File: config.mk
export PLATFORM = sky130hd
export DESIGN_NAME = seq_div8x4_flat
export DESIGN_NICKNAME = d
export VERILOG_FILES = /design/src/rtl/div_pkg.sv /design/src/rtl/seq_div8x4_if.sv /design/src/rtl/div_step5.sv /design/src/rtl/seq_div8x4.sv /design/src/flat_wrapper.sv
export SDC_FILE = /design/constraint.sdc
export NUM_CORES = 1
export LEC_CHECK = 0
export CORE_MARGIN = 4
export CORE_UTILIZATION = 40
export DETAILED_ROUTE_END_ITERATION = 6
export GPL_ROUTABILITY_DRIVEN = 0
export GPL_TIMING_DRIVEN = 0
export PLACE_DENSITY = 0.6
export REMOVE_ABC_BUFFERS = 1
export SYNTH_ARGS = -nofsm -noshare
export SYNTH_HDL_FRONTEND = slang
export SYNTH_SLANG_ARGS = --single-unit
File: constraint.sdc
create_clock -name clk -period 5 [get_ports clk]
set_clock_uncertainty 0.15 [all_clocks]
set_input_delay 1 -clock clk [delete_from_list [all_inputs] [get_ports clk]]
set_output_delay 1 -clock clk [all_outputs]
set_load 0.1 [all_outputs]
File: src/rtl/div_pkg.sv
// Shared constants and state encoding for the 8/4 signed sequential divider.
package div_pkg;
   localparam int DW    = 8;
   localparam int VW    = 4;
   localparam int NITER = 8;
   localparam int CW    = 3;

   typedef enum logic [1:0] {
      S_IDLE = 2'd0,
      S_CALC = 2'd1,
      S_FIX  = 2'd2,
      S_DONE = 2'd3
   } state_e;
endpackage

File: src/rtl/seq_div8x4_if.sv
// Request/result bundle between a requester and the divider.
interface seq_div8x4_if;
   import div_pkg::*;

   logic          start;
   logic [DW-1:0] Dividend;
   logic [VW-1:0] Divisor;
   logic          busy;
   logic          done;
   logic [DW-1:0] Quotient;
   logic [VW-1:0] Remainder;
   logic          DivZero;
   logic          Ovf;

   modport master (
      output start, Dividend, Divisor,
      input  busy, done, Quotient, Remainder, DivZero, Ovf
   );

   modport slave (
      input  start, Dividend, Divisor,
      output busy, done, Quotient, Remainder, DivZero, Ovf
   );
endinterface

File: src/rtl/div_step5.sv
// One restoring-division step: compare shifted partial remainder
// against the divisor magnitude and subtract when it fits.
module div_step5
   import div_pkg::*;
(
   input  logic [VW:0]   p_i,
   input  logic [VW-1:0] d_i,
   output logic [VW:0]   p_o,
   output logic          q_o
);
   logic [VW:0] d_ext;

   assign d_ext = {1'b0, d_i};
   assign q_o   = (p_i >= d_ext);
   assign p_o   = q_o ? (p_i - d_ext) : p_i;
endmodule

File: src/rtl/seq_div8x4.sv
// Signed 8-by-4 restoring divider: magnitude capture, 8 shift/subtract
// iterations, then sign fix-up; quotient truncates toward zero.
module seq_div8x4 #(
   parameter int DW = 8,
   parameter int VW = 4
) (
   input  logic         clk,
   input  logic         rst,
   seq_div8x4_if.slave  bus
);
   import div_pkg::*;

   state_e        state_q, state_d;
   logic [DW-1:0] a_q, a_d;
   logic [VW-1:0] d_q, d_d;
   logic [VW:0]   p_q, p_d;
   logic [CW-1:0] cnt_q, cnt_d;
   logic          sdd_q, sdd_d;
   logic          sdv_q, sdv_d;
   logic          ovfp_q, ovfp_d;
   logic [DW-1:0] quo_q, quo_d;
   logic [VW-1:0] rem_q, rem_d;
   logic          dz_q, dz_d;
   logic          ovf_q, ovf_d;
   logic          done_q, done_d;

   logic [VW:0]   p_shift;
   logic [VW:0]   p_nxt;
   logic          q_bit;

   function automatic logic [DW-1:0] neg_a(input logic [DW-1:0] x);
      return ~x + DW'(1);
   endfunction

   function automatic logic [VW-1:0] neg_v(input logic [VW-1:0] x);
      return ~x + VW'(1);
   endfunction

   assign p_shift = {p_q[VW-1:0], a_q[DW-1]};

   div_step5 u_step (
      .p_i (p_shift),
      .d_i (d_q),
      .p_o (p_nxt),
      .q_o (q_bit)
   );

   always_comb begin
      state_d = state_q;
      a_d     = a_q;
      d_d     = d_q;
      p_d     = p_q;
      cnt_d   = cnt_q;
      sdd_d   = sdd_q;
      sdv_d   = sdv_q;
      ovfp_d  = ovfp_q;
      quo_d   = quo_q;
      rem_d   = rem_q;
      dz_d    = dz_q;
      ovf_d   = ovf_q;
      done_d  = 1'b0;
      unique case (state_q)
         S_IDLE: begin
            if (bus.start) begin
               sdd_d  = bus.Dividend[DW-1];
               sdv_d  = bus.Divisor[VW-1];
               a_d    = bus.Dividend[DW-1] ? neg_a(bus.Dividend) : bus.Dividend;
               d_d    = bus.Divisor[VW-1] ? neg_v(bus.Divisor) : bus.Divisor;
               p_d    = '0;
               cnt_d  = '0;
               ovfp_d = (bus.Dividend == {1'b1, {(DW-1){1'b0}}}) &&
                        (bus.Divisor == '1);
               // Zero divisor skips the iterations and reports at once
               if (bus.Divisor == '0) begin
                  quo_d   = '0;
                  rem_d   = '0;
                  dz_d    = 1'b1;
                  ovf_d   = 1'b0;
                  done_d  = 1'b1;
                  state_d = S_DONE;
               end else begin
                  state_d = S_CALC;
               end
            end
         end
         S_CALC: begin
            p_d   = p_nxt;
            a_d   = {a_q[DW-2:0], q_bit};
            cnt_d = cnt_q + CW'(1);
            if (cnt_q == CW'(NITER - 1)) begin
               state_d = S_FIX;
            end
         end
         S_FIX: begin
            quo_d   = (sdd_q ^ sdv_q) ? neg_a(a_q) : a_q;
            rem_d   = sdd_q ? neg_v(p_q[VW-1:0]) : p_q[VW-1:0];
            dz_d    = 1'b0;
            ovf_d   = ovfp_q;
            done_d  = 1'b1;
            state_d = S_DONE;
         end
         S_DONE: begin
            state_d = S_IDLE;
         end
         default: begin
            state_d = S_IDLE;
         end
      endcase
   end

   always_ff @(posedge clk) begin
      if (rst) begin
         state_q <= S_IDLE;
         a_q     <= '0;
         d_q     <= '0;
         p_q     <= '0;
         cnt_q   <= '0;
         sdd_q   <= 1'b0;
         sdv_q   <= 1'b0;
         ovfp_q  <= 1'b0;
         quo_q   <= '0;
         rem_q   <= '0;
         dz_q    <= 1'b0;
         ovf_q   <= 1'b0;
         done_q  <= 1'b0;
      end else begin
         state_q <= state_d;
         a_q     <= a_d;
         d_q     <= d_d;
         p_q     <= p_d;
         cnt_q   <= cnt_d;
         sdd_q   <= sdd_d;
         sdv_q   <= sdv_d;
         ovfp_q  <= ovfp_d;
         quo_q   <= quo_d;
         rem_q   <= rem_d;
         dz_q    <= dz_d;
         ovf_q   <= ovf_d;
         done_q  <= done_d;
      end
   end

   assign bus.busy      = (state_q == S_CALC) || (state_q == S_FIX);
   assign bus.done      = done_q;
   assign bus.Quotient  = quo_q;
   assign bus.Remainder = rem_q;
   assign bus.DivZero   = dz_q;
   assign bus.Ovf       = ovf_q;
endmodule
File: src/flat_wrapper.sv
// flat-port wrapper written by rule: the top's interface ports become plain ports
module seq_div8x4_flat import div_pkg::*;
#(
   parameter int DW = 8,
   parameter int VW = 4
)
  (clk, rst, bus_start, bus_Dividend, bus_Divisor, bus_busy, bus_done, bus_Quotient, bus_Remainder, bus_DivZero, bus_Ovf);
  seq_div8x4_if bus_i ();
  input  logic clk;
  input  logic rst;
  input wire logic [$bits(bus_i.start)-1:0] bus_start;
  input wire logic [$bits(bus_i.Dividend)-1:0] bus_Dividend;
  input wire logic [$bits(bus_i.Divisor)-1:0] bus_Divisor;
  output wire logic [$bits(bus_i.busy)-1:0] bus_busy;
  output wire logic [$bits(bus_i.done)-1:0] bus_done;
  output wire logic [$bits(bus_i.Quotient)-1:0] bus_Quotient;
  output wire logic [$bits(bus_i.Remainder)-1:0] bus_Remainder;
  output wire logic [$bits(bus_i.DivZero)-1:0] bus_DivZero;
  output wire logic [$bits(bus_i.Ovf)-1:0] bus_Ovf;
  assign bus_i.start = bus_start;
  assign bus_i.Dividend = bus_Dividend;
  assign bus_i.Divisor = bus_Divisor;
  assign bus_busy = bus_i.busy;
  assign bus_done = bus_i.done;
  assign bus_Quotient = bus_i.Quotient;
  assign bus_Remainder = bus_i.Remainder;
  assign bus_DivZero = bus_i.DivZero;
  assign bus_Ovf = bus_i.Ovf;
  seq_div8x4 #(.DW(DW), .VW(VW)) u_core (.clk(clk), .rst(rst), .bus(bus_i));
endmodule
==> impl_metrics.env <==
export IMPL_power_density_nw_per_um2=532
export IMPL_mostFrequentLayoutCells="dfxtp_1 (39), clkdlybuf4s50_1 (30), nor2_1 (26), nand2_1 (20), a21oi_1 (19)"
export IMPL_ff2ff_path_depth=6
export IMPL_finalPower_w=0.00144
export IMPL_post_cts_setup_buffer_count=0
export IMPL_finalSetupViolCount=0
export IMPL_ctsHoldBuffers=0
export IMPL_numCtsBuffers=5
export IMPL_grt_pass1_wl_um=8670
export IMPL_timing_rr_end="u_core.bus.Quotient[7]$_SDFFE_PP0P_"
export IMPL_cts_resized=0
export IMPL_fin_crit_ns=3.41
export IMPL_initial_core_util=0.410
export IMPL_crit_end="u_core.bus.Quotient[7]$_SDFFE_PP0P_"
export IMPL_synthArstFlopShare=0
export IMPL_nets=321
export IMPL_synth_compound_area_frac=0.191
export IMPL_leakagePower_nw=0.978
export IMPL_synth_seq_cells=39
export IMPL_grt_pass1_vias=1883
export IMPL_synth_flop_cell="dfxtp_1"
export IMPL_die_area_um2=6880
export IMPL_cts_tree="yes"
export IMPL_yosysSeqAreaShare=0.348
export IMPL_cts_sinks=39
export IMPL_synth_edf_count=0
export IMPL_worstSetupEndpointType="register"
export IMPL_fin_util=0.493
export IMPL_crit_start="bus_Divisor[0]"
export IMPL_die_h_um=82.9
export IMPL_final_hold_viol_count=0
export IMPL_via_per_inst=5.38
export IMPL_crit_type="in -> reg"
export IMPL_fin_crit_sh=0.682
export IMPL_cts_max_level=2
export IMPL_drtPass1Iterations=5
export IMPL_worstReg2RegStart="u_core.state_q[0]$_SDFFE_PP0P_"
export IMPL_maxCapViolations=0
export IMPL_rsz0062_at_grt="false"
export IMPL_routed_wl_um=4890
export IMPL_fillers=544
export IMPL_required_ns=5.08
export IMPL_syn_inst=267
export IMPL_worst_pin_slew_ns=1.24
export IMPL_netlist_area_um2=2250
export IMPL_avgSynthCellArea_um2=8.41
export IMPL_clk_pin_slew_worst_paths_ns=0.08
export IMPL_fin_tns_setup_ns=0
export IMPL_synthXorXnorAreaFrac=0.0468
export IMPL_die_w_um=82.9
export IMPL_root_buffer="clkbuf_8"
export IMPL_layout_commonest_cell="dfxtp_1"
export IMPL_path_max_fanout=11
export IMPL_core_rowCount=27
export IMPL_grt_max_degree=34
export IMPL_synth_cell_type_count=46
export IMPL_worstSkewPairLatency_ns=0.29
export IMPL_status="finished, final reports clean"
export IMPL_grt_total_usage=0.149
export IMPL_synth_simple_area_share=0.226
export IMPL_yosysWarnings=0
export IMPL_numPortBuffers=30
export IMPL_synth_top_family_by_area="simple AND/OR/NAND/NOR gates"
export IMPL_slew_violations=0
export IMPL_r2r_setup_slack_ns=2.16
export IMPL_ant_nets=0
export IMPL_slew_headroom=0.170
export IMPL_drc_errors=0
export IMPL_overflow=0
export IMPL_worst_endpoint_arrival_ns=3.49
export IMPL_drtIter0Drc=84
export IMPL_routedWlPerCell_um=13.4
export IMPL_muxShareOfSynthArea=0.0496
export IMPL_cts_path_max_buffers=2
export IMPL_max_freq_mhz=293
export IMPL_final_cell_area_um2=2700
export IMPL_num_io_pins=31
export IMPL_instances_no_fill=364
export IMPL_core_area_um2=5470
export IMPL_diodes=0
export IMPL_hold_path_class="reg -> reg"
export IMPL_dp_cells=356
export IMPL_synthAdderAreaFrac=0.0869
export IMPL_dp_hpwl_um=3580
export IMPL_antenna_found_initial=0
export IMPL_area_growth_pct=20.1
export IMPL_vdd_drop_max_mv=0.471
export IMPL_vias=1959
export IMPL_dpl_instance_area_um2=2580
export IMPL_crit_path_start_kind="primary input"
export IMPL_drive_gt1_frac=0.0514
per-stage QoR:
| stage | worst slack, ns | hold WS [ns] |
|---|---|---|
| 2_1_floorplan | 2.32 | 0.276 |
| 3_3_place_gp | 1.25 | 0.290 |
| 3_5_place_dp | 1.26 | 0.293 |
| 4_1_cts | 1.59 | 0.305 |
| 5_1_grt | 1.39 | 0.320 |
| 6_report | 1.59 | 0.303 |
worst min path at each step:
stage | from | endpoint | depth (start not counted) | slack (ns)
CTS | u_core.bus.Remainder[2]$_SDFFE_PP0P_ | u_core.bus.Remainder[2]$_SDFFE_PP0P_ | 2 | 0.31
global placement | u_core.bus.Quotient[1]$_SDFFE_PP0P_ | u_core.bus.Quotient[1]$_SDFFE_PP0P_ | 2 | 0.29
global route | u_core.bus.Remainder[2]$_SDFFE_PP0P_ | u_core.bus.Remainder[2]$_SDFFE_PP0P_ | 2 | 0.32
finish | u_core.bus.Remainder[2]$_SDFFE_PP0P_ | u_core.bus.Remainder[2]$_SDFFE_PP0P_ | 2 | 0.30
floorplan | u_core.ovfp_q$_SDFFE_PP0P_ | u_core.ovfp_q$_SDFFE_PP0P_ | 2 | 0.28
detailed placement | u_core.bus.Remainder[2]$_SDFFE_PP0P_ | u_core.bus.Remainder[2]$_SDFFE_PP0P_ | 2 | 0.29
metal layers:
layer  GRT usage  share of wire  vias up
met5           0              0        -
met4      0.0357              0        0
met3      0.0407          0.045        0
met2       0.246           0.48       42
met1       0.192           0.47      917
li1            -              -     1000
power breakdown:
group          switching [W]  internal (W)
sequential         0.0000685      0.000375
combinational       0.000458      0.000267
clock               0.000119      0.000149
state kept, by name, summed over array words and instances, names as in the netlist:
signal                cells
u_core.bus.Quotient       8
u_core.bus.DivZero        1
u_core.bus.done           1
u_core.bus.Ovf            1
u_core.a_q                8
u_core.sdv_q              1
u_core.ovfp_q             1
u_core.sdd_q              1
u_core.state_q            2
u_core.p_q                4
u_core.bus.Remainder      4
u_core.d_q                4
u_core.cnt_q              3
layout make-up:
type	count	area, um2	area share
timing repair buffer	30	300	0.111
clock inverter	3	43.8	0.0162
tap	72	90.1	0.0334
multi-input combinational	197	1350	0.499
inverter	18	67.6	0.0250
clock buffer	5	68.8	0.0255
sequential	39	781	0.289
cell usage after synthesis, drive strengths merged (6+ instances only):
cell type | number | area (um2)
a21oi | 19 | 95.1
clkbuf | 11 | 41.3
dfxtp | 39 | 781
ha | 14 | 175
inv | 17 | 63.8
mux2i | 10 | 100
nand2 | 20 | 75.1
nor2 | 26 | 97.6
nor2b | 7 | 43.8
nor3 | 10 | 50.1
o21ai | 7 | 35.0
o2bb2ai | 6 | 52.6
or3 | 7 | 43.8
xnor2 | 11 | 96.3
critical path, cell delays in order:
cell	delay (ns)
clkdlybuf4s50_1	0.51
inv_1	0.07
ha_1	0.21
nor3b_2	0.19
a2bb2oi_1	0.91
and2_0	0.44
o2bb2ai_1	0.15
logic make-up after synthesis:
family                   after synthesis
adder cells (fa/ha/maj)               15
AND/OR/NAND/NOR                       97
multiplexers                          11
XOR/XNOR                              12
buffers and inverters                 31
flip-flops                            39
AO/OA/AOI/OAI                         62
(Power assumes the default switching activity.)
